$ cat src/rtl/unidad_de_riesgos.sv
// Hazard and forwarding controller for the 5-stage pipeline: ALU operand forwarding,
// load-use stalls with configurable latency, branch flushes and saturating perf counters.
module unidad_de_riesgos #(
   parameter int REG_ADDR_W   = 5,
   parameter int CNT_W        = 16,
   parameter int LOAD_LAT     = 1,
   parameter int BRANCH_STAGE = 3
) (
   input  logic                  clk,
   input  logic                  reset,
   input  logic [REG_ADDR_W-1:0] id_rs,
   input  logic [REG_ADDR_W-1:0] id_rt,
   input  logic                  id_uses_rs,
   input  logic                  id_uses_rt,
   input  logic [REG_ADDR_W-1:0] ex_rs,
   input  logic [REG_ADDR_W-1:0] ex_rt,
   input  logic                  ex_memRead,
   input  logic [REG_ADDR_W-1:0] ex_wr_addr,
   input  logic                  mem_regWrite,
   input  logic [REG_ADDR_W-1:0] mem_wr_addr,
   input  logic                  wb_regWrite,
   input  logic [REG_ADDR_W-1:0] wb_wr_addr,
   input  logic                  br_taken,
   input  logic                  clr_counts,
   output logic                  o_pc_write,
   output logic                  o_if_id_write,
   output logic                  o_id_ex_bubble,
   output logic                  o_flush_if_id,
   output logic                  o_flush_id_ex,
   output logic                  o_flush_ex_mem,
   output logic [1:0]            o_fwd_a,
   output logic [1:0]            o_fwd_b,
   output logic                  o_stalled,
   output logic [CNT_W-1:0]      o_stall_count,
   output logic [CNT_W-1:0]      o_flush_count
);

   typedef enum logic {RUN, STALL} state_t;

   state_t     state, next_state;
   logic [2:0] remaining, next_remaining;
   logic [1:0] fwd_a, fwd_b;
   logic       hz;
   logic       stall_cycle;

   // MEM stage holds the youngest result, so it wins over WB; r0 is hardwired zero.
   always_comb begin
      fwd_a = 2'b00;
      fwd_b = 2'b00;
      if (mem_regWrite && mem_wr_addr != '0 && mem_wr_addr == ex_rs)
         fwd_a = 2'b10;
      else if (wb_regWrite && wb_wr_addr != '0 && wb_wr_addr == ex_rs)
         fwd_a = 2'b01;
      if (mem_regWrite && mem_wr_addr != '0 && mem_wr_addr == ex_rt)
         fwd_b = 2'b10;
      else if (wb_regWrite && wb_wr_addr != '0 && wb_wr_addr == ex_rt)
         fwd_b = 2'b01;
   end

   assign hz = ex_memRead && (ex_wr_addr != '0) &&
               ((id_uses_rs && id_rs == ex_wr_addr) || (id_uses_rt && id_rt == ex_wr_addr));

   // A taken branch squashes the stalled instruction, so it never counts as a stall cycle.
   assign stall_cycle = !br_taken && ((state == STALL) || hz);

   always_ff @(posedge clk or negedge reset) begin
      if (!reset) begin
         state     <= RUN;
         remaining <= 3'd0;
      end else begin
         state     <= next_state;
         remaining <= next_remaining;
      end
   end

   always_comb begin
      next_state     = state;
      next_remaining = remaining;
      if (br_taken) begin
         next_state     = RUN;
         next_remaining = 3'd0;
      end else begin
         case (state)
            RUN: begin
               if (hz && LOAD_LAT > 1) begin
                  next_state     = STALL;
                  next_remaining = 3'(LOAD_LAT - 1);
               end
            end
            STALL: begin
               if (remaining <= 3'd1) begin
                  next_state     = RUN;
                  next_remaining = 3'd0;
               end else begin
                  next_remaining = remaining - 3'd1;
               end
            end
            default: begin
               next_state     = RUN;
               next_remaining = 3'd0;
            end
         endcase
      end
   end

   // Outputs are forced low while reset is held, independent of the clock.
   always_comb begin
      o_pc_write     = 1'b0;
      o_if_id_write  = 1'b0;
      o_id_ex_bubble = 1'b0;
      o_flush_if_id  = 1'b0;
      o_flush_id_ex  = 1'b0;
      o_flush_ex_mem = 1'b0;
      o_fwd_a        = 2'b00;
      o_fwd_b        = 2'b00;
      o_stalled      = 1'b0;
      if (reset) begin
         o_fwd_a   = fwd_a;
         o_fwd_b   = fwd_b;
         o_stalled = (state == STALL);
         if (br_taken) begin
            o_pc_write     = 1'b1;
            o_if_id_write  = 1'b1;
            o_flush_if_id  = 1'b1;
            o_flush_id_ex  = (BRANCH_STAGE >= 2);
            o_flush_ex_mem = (BRANCH_STAGE == 3);
         end else if (stall_cycle) begin
            o_id_ex_bubble = 1'b1;
         end else begin
            o_pc_write    = 1'b1;
            o_if_id_write = 1'b1;
         end
      end
   end

   always_ff @(posedge clk or negedge reset) begin
      if (!reset) begin
         o_stall_count <= '0;
         o_flush_count <= '0;
      end else if (clr_counts) begin
         o_stall_count <= '0;
         o_flush_count <= '0;
      end else begin
         if (stall_cycle && o_stall_count != '1)
            o_stall_count <= o_stall_count + CNT_W'(1);
         if (br_taken && o_flush_count != '1)
            o_flush_count <= o_flush_count + CNT_W'(1);
      end
   end

endmodule

$ cat config.mk
export PLATFORM = sky130hd
export DESIGN_NAME = unidad_de_riesgos
export DESIGN_NICKNAME = d
export VERILOG_FILES = /design/src/rtl/unidad_de_riesgos.sv
export SDC_FILE = /design/constraint.sdc
export NUM_CORES = 1
export LEC_CHECK = 0
export BUFFER_PORTS_ARGS = -buffer_cell sky130_fd_sc_hd__buf_2
export CAP_MARGIN = 10
export CORE_MARGIN = 8
export CORE_UTILIZATION = 50
export DETAILED_ROUTE_END_ITERATION = 16
export GPL_ROUTABILITY_DRIVEN = 0
export GPL_TIMING_DRIVEN = 0
export PLACE_DENSITY = 0.87
export SYNTH_ARGS = -nofsm -noshare
export SYNTH_HDL_FRONTEND = slang
export SYNTH_SLANG_ARGS = --single-unit
$ cat constraint.sdc
create_clock -name clk -period 2.1 [get_ports clk]
set_input_delay 0.42 -clock clk [delete_from_list [all_inputs] [get_ports clk]]
set_output_delay 0.42 -clock clk [all_outputs]
set_load 0.01 [all_outputs]
## Yosys cells after proc, flatten, opt, wreduce, memory -nomap -nowiden

Cells that the tools add are included.

- Bitwise logic cells: 0
- Div/mod/pow operators: 0
- Reductions and logical operators: 22
- Shift operators: 0
- Equal/unequal tests: 8
- Muxes and demuxes: 25
- $add $sub $neg: 3
- Order comparisons: 1
- Multiply operators: 0

Operators with widths:

| operator | count |
|---|---|
| 2-to-1 mux 16 bit | 4 |
| adder 16 x 1 -> 16 bit, second input constant | 2 |
| inequality test 16 bit, second input constant | 2 |
| equality test 5 bit | 6 |
| nonzero test 5 bit | 3 |
| 2-to-1 mux 1 bit | 14 |
| logical AND 1 bit | 13 |
| 2-to-1 mux 3 bit | 3 |
| 2-to-1 mux 2 bit | 4 |
| nonzero test 2 bit | 3 |
| <= comparator 3 x 1 -> 1 bit, second input constant | 1 |
| subtractor 3 x 1 -> 3 bit, second input constant | 1 |
| logical OR 1 bit | 2 |
| logical NOT 1 bit | 1 |

- RAM bits: 0
- Memories: 0
- Word-level logic and storage cells: 63
- Memory bits (read-only): 0
- Output and inout port bits: 43
- Bits of input ports: 44
- Flip-flop bits (word level): 36
- Latch bits: 0

## Depth between registers and ports, before layout

- Depth after elaboration: 9
- Mapped depth: 9
- Depth with buffers taken out: 8

## Worst setup path before layout

Ideal clock, no wire load.

- Path type: in2out
- Start: in id_rt[4]
- End: out o_pc_write
- Stages on the path: 8
- Data arrival time: 1.725 ns
- Data required time: 1.680 ns
- Buffers on the path: 2
- Path slack: -0.045 ns
- Cells stage by stage: xnor2_1 > nand4_1 > o22ai_2 > a31oi_4 > buf_6 > nor2_1 > nor2b_1 > buf_4

- Word-level cells in the longest chain between the ends: 9

Ends and longest elaborated chain:

| what | RTL line | text |
|---|---|---|
| start, declared | 12 | `input logic [REG_ADDR_W-1:0] id_rt,` |
| equality test 5 bit | 61 | `((id_uses_rs && id_rs == ex_wr_addr) \|\| (id_uses_rt && id_rt == ex_wr_addr));` |
| logical AND 1 bit | 61 |  |
| logical OR 1 bit | 61 |  |
| logical AND 1 bit | 60 | `assign hz = ex_memRead && (ex_wr_addr != '0) &&` |
| logical OR 1 bit | 64 | `assign stall_cycle = !br_taken && ((state == STALL) \|\| hz);` |
| logical AND 1 bit | 64 |  |
| 2-to-1 mux 1 bit (3 in a row) | - |  |
| end, declared | 25 | `output logic o_pc_write,` |

No other way between the ends.

## Worst setup path after layout

- Start: in ex_rt[2]
- End: out o_fwd_b[0]

- Word-level cells in the longest chain between the ends: 5
- Elaborated cells on any way between the ends: 7
- Those cells by class: eq/ne: 2; mux: 3; reduce/logical: 2

Ends and longest elaborated chain:

| what | RTL line | text |
|---|---|---|
| start, declared | 16 | `input logic [REG_ADDR_W-1:0] ex_rt,` |
| equality test 5 bit | 56 | `else if (wb_regWrite && wb_wr_addr != '0 && wb_wr_addr == ex_rt)` |
| logical AND 1 bit | 56 |  |
| 2-to-1 mux 1 bit | 56 |  |
| 2-to-1 mux 2 bit (*) | 54 | `if (mem_regWrite && mem_wr_addr != '0 && mem_wr_addr == ex_rt)` |
| 2-to-1 mux 2 bit (*) | 117 | `if (reset) begin` |
| end, declared | 32 | `output logic [1:0] o_fwd_b,` |

Every way passes the cells marked *; elsewhere a longest branch is shown, timed or not.

==> impl_metrics.tcl <==
set metrics [dict create \
    final_util 0.707 \
    min_path_type "in -> async" \
    setup_ws_ns 0.00641 \
    hold_viol_final 0 \
    num_antenna_cells 0 \
    first_global_vias 2440 \
    power.total_uw 1480 \
    pin_count 87 \
    slew_headroom 0.472 \
    ys_seq_area_frac 0.373 \
    r2r_slack_ns 0.04 \
    track_usage 0.185 \
    layout_commonest_cell "buf_2" \
    vias 2327 \
    drive_gt1_frac 0.412 \
    cts_made_buffers 5 \
    crit_arrival_ns 1.67 \
    nets 409 \
    ir_drop_mv 0.273 \
    status "finished clean" \
    clock_sinks 36 \
    crit_chain "buf_2, xor2_1, or4_1, nor4_1, buf_2" \
    synthDistinctLibCells 43 \
    post-place-ws_ns -0.634 \
    postSynthCellCount 259 \
    reg2reg_to "o_stall_count[13]" \
    core_area_um2 4690 \
    multi_input_area_um2 1600 \
    syn-num-nets 307 \
    grt_pass1_wl_um 11000 \
    placedInstanceArea_um2 2910 \
    setup_tns_ns 0 \
    h-tree-depth 2 \
    fill_cells 364 \
    maxCapViolCount 0 \
    initial_core_util 0.514 \
    synth_warnings 0 \
    setup_viol_count_final 0 \
    rows 25 \
    final-seq-area_um2 902 \
    critPathTopFamily "simple AND/OR/NAND/NOR gates" \
    fin_crit_sh 0.997 \
    io_buffers 86 \
    antenna_found_initial 0 \
    worstPathMaxFanout 2 \
    die_w_um 85.5 \
    power_density_nw_per_um2 448 \
    viasPerCell 5.59 \
    r2r.worst_path.cells 8 \
    synth_area_um2 2410 \
    grt_max_degree 22 \
    grt_overflow 0 \
    worst_setup_path_start_kind "primary input" \
    synthArstFlopShare 1.00 \
    synth_area_per_cell_um2 9.32 \
    max_freq_ghz 0.478 \
    area_delta_synth_final_pct 37.4 \
    cp-end-kind "output port" \
    avgRoutedWirePerCell_um 17.1 \
    tightest_slew_ns 0.789 \
    p_leak_uw 0.00151 \
    critical_path_class "in -> out" \
    drcViolationCount 0 \
    first_pass_iters 4 \
    finish.instance_area_um2 3320 \
    synth-edff-count 0 \
    drv_slew 0 \
    critPathBufInv 2 \
    cts-root-buf "clkbuf_8" \
    clock_path_buffers 2 \
    hpwl_um 4820 \
    worst_path_max_delay_cell "or4_1" \
    rr_startpoint "o_stall_count[0]" \
    final_antenna_net_count 0 \
    crit_top_cell "buf_2" \
    die_h_um 85.5 \
    cts_tree "done" \
    ys_seq_elements 36 \
    max_stage_delay_ns 0.54 \
    fin_skew_ns 0.00352 \
    period_needed_ns 2.09 \
    synth_ff_type "dfrtp_1" \
    clkTransAtPathRegs_ns 0.07 \
    die_area_um2 7310 \
    clkLatencyLatePin_ns 0.29 \
    drtIter0Drc 117 \
    crit_required_ns 1.68 \
    final_cell_mix "buf_2 (80), dfrtp_1 (35), nor2_1 (31)" \
    drt_wl_total_um 7090 \
]
repair_timing:
action,CTS,global route
buffers inserted,2,6
gates cloned,1,0
hold buffers,1,0
gates resized for setup,10,37
setup endpoints to repair,7,16
pin swaps,11,16
endpoints found under the hold margin,15,0
synth_stat cells, types with 2 or more instances:
| cell | n | area [um2] |
|---|---|---|
| a21oi_1 | 8 | 40.0 |
| and2_1 | 6 | 37.5 |
| and3_1 | 3 | 18.8 |
| and4_4 | 2 | 22.5 |
| buf_2 | 2 | 10.0 |
| buf_4 | 3 | 22.5 |
| clkbuf_1 | 3 | 11.3 |
| dfrtp_1 | 36 | 901 |
| ha_1 | 4 | 50.1 |
| inv_1 | 4 | 15.0 |
| mux2i_1 | 2 | 20.0 |
| nand2_1 | 22 | 82.6 |
| nand3_1 | 10 | 50.1 |
| nand4_1 | 9 | 56.3 |
| nor2_1 | 32 | 120 |
| nor2_2 | 2 | 12.5 |
| nor2b_1 | 2 | 12.5 |
| nor3_1 | 3 | 15.0 |
| nor3_2 | 7 | 70.1 |
| nor4_1 | 4 | 25.0 |
| nor4_2 | 4 | 50.1 |
| nor4b_2 | 2 | 30.0 |
| o21ai_0 | 11 | 55.1 |
| or3_1 | 5 | 31.3 |
| or4_1 | 4 | 30.0 |
| xnor2_1 | 35 | 307 |
| xor2_1 | 18 | 158 |
worst reg2reg max path, cell delays in order, from the launching register on:
cell and delay (ns):
dfrtp_2 0.44, ha_2 0.21, nand3_2 0.12, nor2_4 0.06, and3_4 0.19, or3_4 0.44, nor4_4 0.28, xnor2_1 0.15
nor2_1 0.05
logic make-up after synthesis:
group,after synthesis,synth area share
AO/OA/AOI/OAI,25,0.0674
XOR/XNOR,53,0.192
adder cells (fa/ha/maj),4,0.0207
buffers and inverters,14,0.0306
flip-flops,36,0.373
multiplexers,2,0.00829
AND/OR/NAND/NOR,125,0.307
report_power, final:
group	internal [uW]	leakage, uW	switching (uW)
combinational	121	0.000960	132
clock	268	0.0000455	260
sequential	697	0.000500	5.85
how the worst max path moves through the flow:
stage | slack [ns] | endpoint | cells after the start | start
2_1_floorplan | 0.02 | o_fwd_a[0] | 4 | mem_wr_addr[1]
3_3_place_gp | -0.63 | o_fwd_b[0] | 5 | reset
3_5_place_dp | -0.63 | o_fwd_a[0] | 5 | reset
4_1_cts | 0.001 | o_fwd_a[0] | 5 | wb_wr_addr[3]
5_1_grt | -0.06 | o_stall_count[13] | 8 | o_stall_count[0]
6_report | 0.006 | o_fwd_b[0] | 5 | ex_rt[2]
metal layers:
layer / global-route usage / wire length [um] / up-vias
li1: - / - / 1097
met1: 0.213 / 2910 / 1129
met2: 0.314 / 3550 / 92
met3: 0.0589 / 567 / 9
met4: 0.0621 / 61 / 0
met5: 0 / 0 / -
sequential cells by signal, indices dropped and copies added (netlist names):
signal,cells
o_flush_count,16
state,1
remaining,3
o_stall_count,16
final cells by class:
| cell class | count | area share |
|---|---|---|
| Multi-Input combinational cell | 209 | 0.482 |
| Clock buffer | 8 | 0.0272 |
| Inverter | 4 | 0.00453 |
| Sequential cell | 36 | 0.272 |
| Tap cell | 54 | 0.0204 |
| Buffer | 9 | 0.0155 |
| Timing Repair Buffer | 96 | 0.179 |
through the flow:
| stage | hold WS (ns) | cells |
|---|---|---|
| floorplan | 0.124 | 259 |
| global placement | 0.470 | 399 |
| detailed placement | 0.486 | 399 |
| CTS | 0.0683 | 411 |
| global route | 0.0682 | 416 |
| finish | 0.0661 | 416 |
(Power assumes the default switching activity.)
